===== config.mk =====
export PLATFORM = sky130hd
export DESIGN_NAME = opcode_decoder_6x64
export DESIGN_NICKNAME = d
export VERILOG_FILES = /design/src/rtl/opcode_decoder_6x64_pkg.sv /design/src/rtl/opcode_decoder_6x64_decoder_3x8.sv /design/src/rtl/opcode_decoder_6x64.sv
export SDC_FILE = /design/constraint.sdc
export NUM_CORES = 1
export LEC_CHECK = 0
export ABC_AREA = 1
export CORE_MARGIN = 2
export CORE_UTILIZATION = 40
export CTS_CLUSTER_DIAMETER = 120
export CTS_CLUSTER_SIZE = 16
export DETAILED_ROUTE_END_ITERATION = 10
export PLACE_DENSITY = 0.73
export SYNTH_ARGS = -nofsm -noshare
export SYNTH_HDL_FRONTEND = slang
export SYNTH_SLANG_ARGS = --single-unit

===== constraint.sdc =====
create_clock -name clk -period 0.8 [get_ports clk]
set_input_delay 0.16 -clock clk [delete_from_list [all_inputs] [get_ports clk]]
set_output_delay 0.16 -clock clk [all_outputs]
set_load 0.02 [all_outputs]

===== src/rtl/opcode_decoder_6x64_pkg.sv =====
// +----------------------------------------------------------------------------+
// | opcode_decoder_6x64_pkg : widths and named opcodes for the 6-to-64 decoder |
// | Revision 1.0                                                               |
// +----------------------------------------------------------------------------+
`default_nettype none

package opcode_decoder_6x64_pkg;

    localparam int OPC_W = 6;
    localparam int DEC_W = 64;

    localparam logic [OPC_W-1:0] OPC_BEQ = 6'b000100;
    localparam logic [OPC_W-1:0] OPC_ADD = 6'b100000;
    localparam logic [OPC_W-1:0] OPC_LW  = 6'b100011;
    localparam logic [OPC_W-1:0] OPC_NOR = 6'b100111;
    localparam logic [OPC_W-1:0] OPC_SW  = 6'b101011;

endpackage : opcode_decoder_6x64_pkg

`default_nettype wire


===== src/rtl/opcode_decoder_6x64_decoder_3x8.sv =====
// +----------------------------------------------------------------------------+
// | decoder_3x8 : combinational 3-to-8 one-hot decoder                         |
// | Revision 1.0                                                               |
// +----------------------------------------------------------------------------+
`default_nettype none

module decoder_3x8 (
    input  logic [2:0] sel_i,
    output logic [7:0] dec_o
);

    assign dec_o = 8'b0000_0001 << sel_i;

endmodule : decoder_3x8

`default_nettype wire


===== src/rtl/opcode_decoder_6x64.sv =====
// +----------------------------------------------------------------------------+
// | opcode_decoder_6x64 : registered 6-to-64 one-hot opcode decoder            |
// | Revision 1.0                                                               |
// +----------------------------------------------------------------------------+
`default_nettype none

module opcode_decoder_6x64
    import opcode_decoder_6x64_pkg::*;
(
    input  logic             clk,
    input  logic             rst_n,
    input  logic             in0,
    input  logic             in1,
    input  logic             in2,
    input  logic             in3,
    input  logic             in4,
    input  logic             in5,
    output logic [DEC_W-1:0] out
);

    logic [7:0]       w_hi;
    logic [7:0]       w_lo;
    logic [DEC_W-1:0] out_d;
    logic [DEC_W-1:0] out_q;

    // in0 is the opcode MSB, so it leads the high group.
    decoder_3x8 u_dec_hi (
        .sel_i ({in0, in1, in2}),
        .dec_o (w_hi)
    );

    decoder_3x8 u_dec_lo (
        .sel_i ({in3, in4, in5}),
        .dec_o (w_lo)
    );

    for (genvar h = 0; h < 8; h++) begin : g_hi
        for (genvar l = 0; l < 8; l++) begin : g_lo
            assign out_d[8*h+l] = w_hi[h] & w_lo[l];
        end
    end

    always_ff @(posedge clk or negedge rst_n) begin
        if (!rst_n) begin
            out_q <= '0;
        end else begin
            out_q <= out_d;
        end
    end

    assign out = out_q;

endmodule : opcode_decoder_6x64

`default_nettype wire


==> qor.yml <==
via_count_of_the_first_global_routing_pass: 1532
antenna_left: 0
worstHoldPathType: "in -> async"
totalPowerFinal_mw: 6.41
maxSlewViolCount: 0
global_route.usage.met1_pct: 25.0
core_mm2: 0.00472
groute.layer.met2.usage_pct: 28.9
die_x_um: 73.8
synth_cells: 152
clock_tree_from_tritoncts: "built"
critical_path_peak_fanout: 1
num_io_pins: 72
yosys-mux-area-fraction_pct: 0
timing.final.crit_share_pct: 129
synth_async_sr_flop_share_pct: 100
final_util_pct: 69.2
static_power_due_to_leakage_nw: 1.66
ctsLongestPathBuffers: 2
synth_compound_gate_area_share_pct: 0
routabilityCongestion: 0.804
drc: 0
report.final.setup_viol: 64
post_synth_fa_ha_maj_area_fraction_pct: 0
antennaDiodeCount: 0
ys_seq_area_share_pct: 82.3
timing.final.crit_period_ns: 1.04
critPathRequiredTime_ns: 0.64
cap_viol_max_count: 0
die_outline_area_mm2: 0.00544
relSlewSlack_pct: 81.9
run_status: "finished, violations left"
drt-vias-per-instance: 4.47
report.final.hold_viol_count: 0
timing.critical_path.arrival_ns: 0.88
dp_hpwl_um: 3280
synth_top_area_cell: "dfrtp_1"
tritoncts.num_buffers: 9
slowest_stage: "dfrtp_1"
synth-xor-area-share_pct: 0
synthTopCellsByArea: "dfrtp_1 82%, nor2_1 13%, nand3_1 3.1%"
number_of_vias_after_detailed_routing: 1474
synthTopCellsByCount: "66 x nor2_1, 64 x dfrtp_1, 12 x nand3_1"
grt_start_max_net_pins: 32
cpLargestDelayFamily: "flip-flops"
initialDrtViolationCount: 104
synth_enable_flop_cells: 0
synth_simple_gate_area_share_pct: 16.6
fin_worst_hold_slack_ns: 0.227
postLayoutCellArea_mm2: 0.00327
io_buffer_count: 71
grtUsageMet3_pct: 5.21
synth_seq_cells: 64
routed_wl_um: 4630
clock.fmax_ghz: 0.966
fin_nets: 266
post_cts_buffers: 0
kind_of_end_point_of_the_critical_path: "output port"
critPathLaunchType: "register"
postSynthNetCount: 160
synth_flop_cell: "dfrtp_1"
cts.root.buffer_cell: "clkbuf_8"
drive_gt1_share_pct: 43.0
p_per_area_mw_per_mm2: 1960
placedInstanceArea_mm2: 0.00296
timing.critical_path.buf_inv: 1
firstDrtPassIters: 4
worst-setup-path-type: "reg -> out"
grt_setup_unrepaired: "true"
actual_slew_at_the_worst_max_slew_pin_ns: 0.271
htree_levels: 3
total_congestion_overflow: 0
final_cell_count_no_fill: 330
dpl.cell_count: 313
power.ir.vdd_worst_v: 0.00139
synth.distinct_cells: 5
cts_sinks: 64
synthesis.yosys.warnings: 0
yosysTopAreaCellShare_pct: 82.3
number_of_rows_in_the_core_area: 25
violations_in_the_final_reports: "negative setup slack"
combinational_family_with_the_most_area_after_synthesis: "simple AND/OR/NAND/NOR gates"
antenna_found_initial: 0
detail_route.wl_per_cell_um: 14.0
initial_utilization_pct: 41.2
timing.critical_path.slowest_cell_delay_ns: 0.40
largest_register_ff_count: 64
grt.busiest_layer: "met2"
setup_slack_ns: -0.236
area_growth_pct: 67.9
synth_most_common_cell: "nor2_1"
synthesis.area_per_instance_um2: 12.8
post_synth_instance_area_mm2: 0.00195
grt_pass1_wl_um: 7490
path_cells: "buf_6"
groute.usage.overall_pct: 19.4
die_height_um: 73.8
path_clk_slew_ns: 0.07
[cells by family after synthesis]
| group | Yosys count |
|---|---|
| buffers and inverters | 6 |
| DFF | 64 |
| and+or+nand+nor | 82 |
[layer usage]
layer  share of wire (%)  up-vias
li1                    -      681
met1                  43      725
met2                  49       54
met3                 4.5       14
met4                 3.6        0
met5                   0        -
[cells in the final DEF (no fill, tap or decap)]
master,netlist,final
nand3_4,0,2
clkinv_4,0,1
clkinvlp_4,0,1
buf_4,0,19
clkbuf_1,0,1
nand3_1,12,8
inv_1,6,3
nand2_1,4,4
nor2_2,0,1
nor2_1,66,65
dlygate4sd3_1,0,1
clkbuf_2,0,2
nand3_2,0,2
clkinv_2,0,2
dfrtp_1,64,64
clkbuf_8,0,10
dlygate4sd2_1,0,4
buf_6,0,64
buf_12,0,4
inv_2,0,3
bufinv_16,0,1
buf_2,0,1
[repair_timing]
item,CTS,global route
pin swaps,0,1
resized for setup,396,8
endpoints found under the setup margin,128,69
hold endpoints to repair,64,0
hold buffers,1,0
[through the flow]
stage                     setup slack (ns)  setup TNS (ns)
after floorplan                      0.173               0
after global placement              -0.492          -44.91
after detailed placement            -0.520          -47.54
after CTS                           -0.241          -14.03
after global routing                -0.261          -14.89
final                               -0.236          -12.56
[worst paths after layout]
check / start / endpoint / slack [ns] / cells after the start
min in group clk: in1 / out[31] / 0.29 / 4
max in group asynchronous: rst_n / out[57] / 0.15 / 3
max: out[41] / out[41] / -0.24 / 1
min: rst_n / out[6] / 0.23 / 2
[report_power, final]
part	internal, mW	leakage, nW	switching, mW
Clock	1.52	0.0993	1.16
Sequential	3.27	0.891	0.0157
Combinational	0.180	0.672	0.267
[final cells by class]
class | instances | area (um^2)
Clock buffer | 11 | 141
Clock inverter | 5 | 56.3
Fill cell | 353 | 1450
Inverter | 6 | 22.5
Multi-Input combinational cell | 82 | 360
Sequential cell | 64 | 1600
Tap cell | 67 | 83.8
Timing Repair Buffer | 95 | 1000
(Power assumes the default switching activity.)
